--- config.mk ---
export PLATFORM = sky130hd
export DESIGN_NAME = fifo_wr_arbiter
export DESIGN_NICKNAME = d
export VERILOG_FILES = /design/src/rtl/fifo_wr_arbiter.sv
export SDC_FILE = /design/constraint.sdc
export NUM_CORES = 1
export LEC_CHECK = 0
export BUFFER_PORTS_ARGS = -buffer_cell sky130_fd_sc_hd__buf_2
export CAP_MARGIN = 40
export CORE_MARGIN = 2
export CORE_UTILIZATION = 48
export CTS_CLUSTER_SIZE = 25
export DETAILED_ROUTE_END_ITERATION = 16
export PLACE_DENSITY = 0.87
export SLEW_MARGIN = 20
export SYNTH_ARGS = -nofsm -noshare
export SYNTH_HDL_FRONTEND = slang
export SYNTH_SLANG_ARGS = --single-unit
--- constraint.sdc ---
create_clock -name clk -period 3.5 [get_ports clk]
set_input_delay 0.175 -clock clk [delete_from_list [all_inputs] [get_ports clk]]
set_output_delay 0.175 -clock clk [all_outputs]
set_load 0.005 [all_outputs]
--- src/rtl/fifo_wr_arbiter.sv ---
`default_nettype none
// ============================================================================
//  Module   : fifo_wr_arbiter
//  Purpose  : Round-robin arbiter sharing the store-buffer FIFO write port
//             among NUM_REQ requesters. It holds a registered write stage,
//             a mirror occupancy counter that blocks accepts into a full
//             FIFO, and a locked-burst mode that keeps one requester's
//             consecutive beats contiguous.
//  Ports    : clk, rst_n (async, active-low)
//             req_valid_i/req_data_i/req_lock_i -> requester side
//             req_ready_o                       <- one-hot grant (or zero)
//             fifo_wr_en_o/fifo_wr_data_o       -> FIFO write port
//             fifo_rd_en_i                      <- consumer read strobe
//             fifo_level_o, locked_o, underflow_o -> status
//  Option   : `define FIFO_ARB_STATS_EN adds per-requester accepted-beat
//             counters (stat_sel_i, stat_clr_i, stat_cnt_o).
//  Revision : 1.0 - initial release
// ============================================================================
module fifo_wr_arbiter #(
    parameter int NUM_REQ     = 4,
    parameter int DATA_WIDTH  = 32,
    parameter int DEPTH_WIDTH = 2,
    parameter int MAX_BURST   = 4
) (
    input  logic                          clk,
    input  logic                          rst_n,
    input  logic [NUM_REQ-1:0]            req_valid_i,
    input  logic [NUM_REQ*DATA_WIDTH-1:0] req_data_i,
    input  logic [NUM_REQ-1:0]            req_lock_i,
    output logic [NUM_REQ-1:0]            req_ready_o,
    output logic                          fifo_wr_en_o,
    output logic [DATA_WIDTH-1:0]         fifo_wr_data_o,
    input  logic                          fifo_rd_en_i,
    output logic [DEPTH_WIDTH:0]          fifo_level_o,
    output logic                          locked_o,
    output logic                          underflow_o
`ifdef FIFO_ARB_STATS_EN
    ,
    input  logic [$clog2(NUM_REQ)-1:0]    stat_sel_i,
    input  logic                          stat_clr_i,
    output logic [15:0]                   stat_cnt_o
`endif
);

    localparam int IW = $clog2(NUM_REQ);
    localparam int LW = DEPTH_WIDTH + 1;
    localparam int BW = $clog2(MAX_BURST + 1);

    localparam logic [LW:0]   c_depth      = (LW+1)'(2**DEPTH_WIDTH);
    localparam logic [BW-1:0] c_burst_last = BW'(MAX_BURST - 1);
    localparam bit            c_lock_en    = (MAX_BURST > 1);

    localparam logic [0:0] S_IDLE   = 1'b0;
    localparam logic [0:0] S_LOCKED = 1'b1;

    logic [0:0]            state_q, state_d;
    logic [IW-1:0]         owner_q, owner_d;
    logic [IW-1:0]         rr_ptr_q, rr_ptr_d;
    logic [BW-1:0]         burst_cnt_q, burst_cnt_d;
    logic                  wr_en_q, wr_en_d;
    logic [DATA_WIDTH-1:0] wr_data_q, wr_data_d;
    logic [LW-1:0]         level_q, level_d;
    logic                  underflow_q, underflow_d;

    logic                  w_space;
    logic                  w_found;
    logic [IW-1:0]         w_gnt;
    logic                  w_acc;
    logic                  w_dec;

    // A write already in flight counts as occupied; a same-cycle read is
    // deliberately ignored so the mirror can never over-commit the FIFO.
    assign w_space = (({1'b0, level_q} + (LW+1)'(wr_en_q)) < c_depth);

    always_comb begin
        logic [IW-1:0] idx;
        w_found = 1'b0;
        w_gnt   = '0;
        idx     = '0;
        if (state_q == S_LOCKED) begin
            // Owner keeps the port even while it is momentarily not valid;
            // the FSM releases the lock on the next edge in that case.
            w_found = 1'b1;
            w_gnt   = owner_q;
        end else begin
            for (int k = 1; k <= NUM_REQ; k++) begin
                idx = IW'((int'(rr_ptr_q) + k) % NUM_REQ);
                if (!w_found && req_valid_i[idx]) begin
                    w_found = 1'b1;
                    w_gnt   = idx;
                end
            end
        end
    end

    always_comb begin
        req_ready_o = '0;
        if (w_found) begin
            req_ready_o[w_gnt] = w_space;
        end
    end

    assign w_acc = w_found & req_valid_i[w_gnt] & w_space;
    assign w_dec = fifo_rd_en_i & (level_q != '0);

    always_comb begin
        wr_en_d     = w_acc;
        wr_data_d   = wr_data_q;
        rr_ptr_d    = rr_ptr_q;
        if (w_acc) begin
            wr_data_d = req_data_i[w_gnt*DATA_WIDTH +: DATA_WIDTH];
            rr_ptr_d  = w_gnt;
        end

        level_d = level_q;
        if (wr_en_q && !w_dec) begin
            level_d = level_q + LW'(1);
        end else if (!wr_en_q && w_dec) begin
            level_d = level_q - LW'(1);
        end

        underflow_d = underflow_q | (fifo_rd_en_i & (level_q == '0));
    end

    always_comb begin
        state_d     = state_q;
        owner_d     = owner_q;
        burst_cnt_d = burst_cnt_q;
        case (state_q)
            S_IDLE: begin
                if (w_acc && req_lock_i[w_gnt] && c_lock_en) begin
                    state_d     = S_LOCKED;
                    owner_d     = w_gnt;
                    burst_cnt_d = BW'(1);
                end
            end
            S_LOCKED: begin
                if (!req_valid_i[owner_q]) begin
                    state_d     = S_IDLE;
                    burst_cnt_d = '0;
                end else if (w_acc) begin
                    // Forced release bounds how long others can be starved.
                    if (!req_lock_i[w_gnt] || (burst_cnt_q == c_burst_last)) begin
                        state_d     = S_IDLE;
                        burst_cnt_d = '0;
                    end else begin
                        burst_cnt_d = burst_cnt_q + BW'(1);
                    end
                end
            end
            default: begin
                state_d     = S_IDLE;
                burst_cnt_d = '0;
            end
        endcase
    end

    always_ff @(posedge clk or negedge rst_n) begin
        if (!rst_n) begin
            state_q     <= S_IDLE;
            owner_q     <= '0;
            rr_ptr_q    <= IW'(NUM_REQ - 1);
            burst_cnt_q <= '0;
            wr_en_q     <= 1'b0;
            wr_data_q   <= '0;
            level_q     <= '0;
            underflow_q <= 1'b0;
        end else begin
            state_q     <= state_d;
            owner_q     <= owner_d;
            rr_ptr_q    <= rr_ptr_d;
            burst_cnt_q <= burst_cnt_d;
            wr_en_q     <= wr_en_d;
            wr_data_q   <= wr_data_d;
            level_q     <= level_d;
            underflow_q <= underflow_d;
        end
    end

    assign fifo_wr_en_o   = wr_en_q;
    assign fifo_wr_data_o = wr_data_q;
    assign fifo_level_o   = level_q;
    assign locked_o       = (state_q == S_LOCKED);
    assign underflow_o    = underflow_q;

`ifdef FIFO_ARB_STATS_EN
    logic [15:0] stat_cnt_q [NUM_REQ];

    for (genvar r = 0; r < NUM_REQ; r++) begin : g_stat
        always_ff @(posedge clk or negedge rst_n) begin
            if (!rst_n) begin
                stat_cnt_q[r] <= '0;
            end else if (stat_clr_i) begin
                stat_cnt_q[r] <= '0;
            end else if (w_acc && (w_gnt == IW'(r)) && (stat_cnt_q[r] != 16'hFFFF)) begin
                stat_cnt_q[r] <= stat_cnt_q[r] + 16'd1;
            end
        end
    end

    always_comb begin
        stat_cnt_o = '0;
        if (int'(stat_sel_i) < NUM_REQ) begin
            stat_cnt_o = stat_cnt_q[stat_sel_i];
        end
    end
`endif

endmodule
`default_nettype wire
==> impl_summary.log <==
[metrics] outcome: completed
[metrics] Reg area: 1129 sq um
[metrics] Total Die Area: 7194 sq um
[metrics] placeable core region: 6350 sq um
[metrics] number of slew-limit violations in the final report: 0
[metrics] final setup skew: 0.007080 ns
[metrics] Power Internal: 1.847 mW
[metrics] final weighted congestion of routability-driven global placement: 0.9230
[metrics] leakage power of the design: 2.159 nW
[metrics] total grt overflow: 0
[metrics] number of enable-type register cells in the synthesized netlist: 0
[metrics] ratio of cells with drive above 1 in the final layout: 0.4512
[metrics] number of placed I/O pins: 181
[metrics] Clock H-tree levels: 2
[metrics] layout filler cell count: 554
[metrics] commonest non-fill, non-tap cell in the layout: buf_2
[metrics] Pwr per Cell Area: 782.7 nW/um^2
[metrics] pre-CTS worst setup slack: 0.9706 ns
[metrics] number of gates resized after CTS: 0
[metrics] total track usage: 0.2317
[metrics] count of buffering cells on the critical path with inverters included: 2
[metrics] worst supply voltage drop on vdd: 0.4475 mV
[metrics] Worst R2R Start: locked_o$_DFF_PN0_
[metrics] type of the most critical hold path: in -> reg
[metrics] post-detailed-route DRC marker count: 0
[metrics] cell chain of the critical path: nor3b_2, a211o_2, o21ai_4, buf_4, nand2_1, nor2_1, buf_2
[metrics] tightest slew margin relative to the limit: 0.4829
[metrics] number of synthesized register bits: 45
[metrics] n_diodes: 0
[metrics] pin count of the biggest net entering global routing: 42
[metrics] share of the clock period used by the worst path after layout: 0.7618
[metrics] largest stage delay on the critical path: 0.60 ns
[metrics] Crit path required time: 3.32 ns
[metrics] number of vias in the routed layout: 3235
[metrics] final setup vio count: 0
[metrics] final critical-path required period: 2.666 ns
[metrics] asr flop ratio synth: 1.000
[metrics] reported net switching power: 1.418 mW
[metrics] Syn Area/Cell: 8.882 sq um
[metrics] via count of the first global-routing pass: 3085
[metrics] kind of end point of the critical path: primary output
[metrics] startpoint-to-endpoint class of the critical path: reg -> out
[metrics] CTS clk-pin slew, worst paths: 0.08 ns
[metrics] Final Hold Fails: 0
[metrics] buffer cell driving the clock tree root: clkbuf_8
[metrics] Row Count: 29
[metrics] max-cap violations: 0
[metrics] critical hold path startpoint: fifo_rd_en_i
[metrics] iteration-0 DRC count of the detailed router: 222
[metrics] critical-path cell with the highest stage delay: dfstp_2
[metrics] global-route wire length before repair: 13.72 mm
[metrics] warnings from Yosys: 0
[metrics] post-CTS setup buffer count: 0
[metrics] Via density: 5.392
[metrics] setup repair after global routing missed its margin: false
[metrics] peak clock frequency supported by timing: 375.0 MHz
[metrics] CP Launch Point: rr_ptr_q[0]$_DFFE_PN1N_
[metrics] final standard cell count with taps included and fillers excluded: 600
[metrics] Final Routed Wirelength: 8.341 mm
[metrics] clock tree from TritonCTS: done
[metrics] Post-Route Setup TNS: 0 ns
[metrics] switching portion of total power: 0.4343
[metrics] DIE WIDTH: 84.82 microns
[metrics] Layout Nets: 666
[metrics] footprint of the multi-input gates: 1862 sq um
[metrics] Worst EP arrival: 2.49 ns
[metrics] DR WL/cell: 13.90 microns
[metrics] remaining number of nets flagged by the antenna check after routing: 0
[metrics] family with the most delay on the worst path: buffers and inverters
[metrics] number of placed instances with taps included: 592
[metrics] sequential cell area fraction in the yosys report: 0.3599
[metrics] leading cell types in the layout, fill and taps excluded: 180 x buf_2, 75 x nand2_1, 69 x o21ai_0
[metrics] post-route core utilization: 0.6569
[metrics] Tot Pwr: 3.265 mW
[metrics] Die Span Y: 84.82 microns
[metrics] net count of the mapped netlist: 496
[metrics] Comb power frac: 0.603
[metrics] number of unique standard cell types used by synthesis: 43
[metrics] total of buffers placed on input and output ports: 180
[metrics] most used flip-flop cell after synthesis: dfrtp_1
[metrics] startpoint type of the worst setup path: flop
[metrics] Clock power frac: 0.096
[metrics] Initial Utilization: 0.4938
[metrics] peak fanout along the critical path: 38
[metrics] insertion delay of the later-clocked pin in the worst-skew pair: 0.28 ns
[metrics] number of antenna violations at the first check in global routing: 0
[metrics] Detail Placement HPWL: 6.645 mm
[metrics] first-pass iteration count of the detailed router: 4
[metrics] Bufs on Longest Clock Path: 2
[metrics] sequential cell fraction of total power: 0.301
[metrics] measured slew at the worst slew-check pin: 0.7738 ns
[metrics] Syn Inst Count: 353
[metrics] cell area after technology mapping: 3136 sq um
[metrics] Area Growth Syn to Fin: 33.04%
[metrics] worst-case setup margin in the final layout: 0.8336 ns
[metrics] Sink Count: 45
[metrics] number of CTS-inserted buffers: 5
## state kept, by name, summed over array words and instances, names as in the netlist
| signal | cells |
|---|---|
| underflow_o | 1 |
| fifo_level_o | 3 |
| fifo_wr_en_o | 1 |
| rr_ptr_q | 2 |
| fifo_wr_data_o | 32 |
| owner_q | 2 |
| locked_o | 1 |
| burst_cnt_q | 3 |
## Yosys cell counts, drive strengths merged, types with 6 or more instances
| cell | n | area [sq um] |
|---|---|---|
| a21oi | 6 | 30.03 |
| buf | 18 | 118.9 |
| clkbuf | 6 | 22.52 |
| dfrtp | 43 | 1076 |
| inv | 8 | 30.03 |
| mux2 | 34 | 382.9 |
| mux2i | 36 | 360.4 |
| nand2 | 75 | 281.5 |
| nor2 | 7 | 26.28 |
| nor3 | 7 | 35.03 |
| o21ai | 73 | 369.1 |
## logic make-up after synthesis
kind of cell             synth area share
adder cells (fa/ha/maj)           0.01836
multiplexers                       0.2442
flip-flops                         0.3599
AO/OA/AOI/OAI                      0.1860
buffers and inverters             0.05467
XOR/XNOR                         0.008381
AND/OR/NAND/NOR                    0.1285
## power groups by stage
stage          Sequential [mW]  Combinational (mW)  Clock, mW
2_1_floorplan            0.965                1.45          0
3_3_place_gp             0.978                1.90          0
3_5_place_dp             0.993                1.99          0
4_1_cts                  0.985                1.99      0.327
5_1_grt                   1.02                2.23      0.348
6_report                 0.983                1.97      0.314
## final timing paths
kind / end / slack, ns / depth (start not counted)
worst max-delay path: req_ready_o[2] / 0.83 / 7
worst min-delay path: underflow_o$_DFF_PN0_ / 0.11 / 2
min in group asynchronous: fifo_wr_data_o[1]$_DFFE_PN0N_ / 0.39 / 2
worst min register to register: underflow_o$_DFF_PN0_ / 0.46 / 1
max in group asynchronous: fifo_wr_data_o[15]$_DFFE_PN0N_ / 2.60 / 3
worst max register to register: fifo_wr_data_o[29]$_DFFE_PN0N_ / 0.96 / 7
## what timing repair did
item                                    CTS  global route
hold endpoints to repair                 18             0
endpoints found under the setup margin    0             0
hold buffers                              1             0
## per-stage QoR
stage,area [sq um],hold slack [ns]
CTS,4172,0.1032
global route,4172,0.1081
floorplan,3136,-0.1206
detailed placement,4075,0.1723
finish,4172,0.1119
global placement,4055,0.3912
## per-layer routing
metal  up-vias  GRT usage  share of wire  wire length [microns]
met5         -          0              0                      0
met4         0    0.09812          0.026                    214
met3        20    0.05253          0.076                    636
met1      1460     0.2774           0.39                   3229
met2       169     0.4009           0.51                   4260
li1       1586          -              -                      -
## final cells by class
type                       instances  share of cell area
clock buffer                       7             0.02070
inverter                           8            0.007199
multi-input combinational        276              0.4463
sequential                        45              0.2705
tap                               77             0.02310
timing repair buffer             187              0.2322
Power figures use the tool's default switching activity.
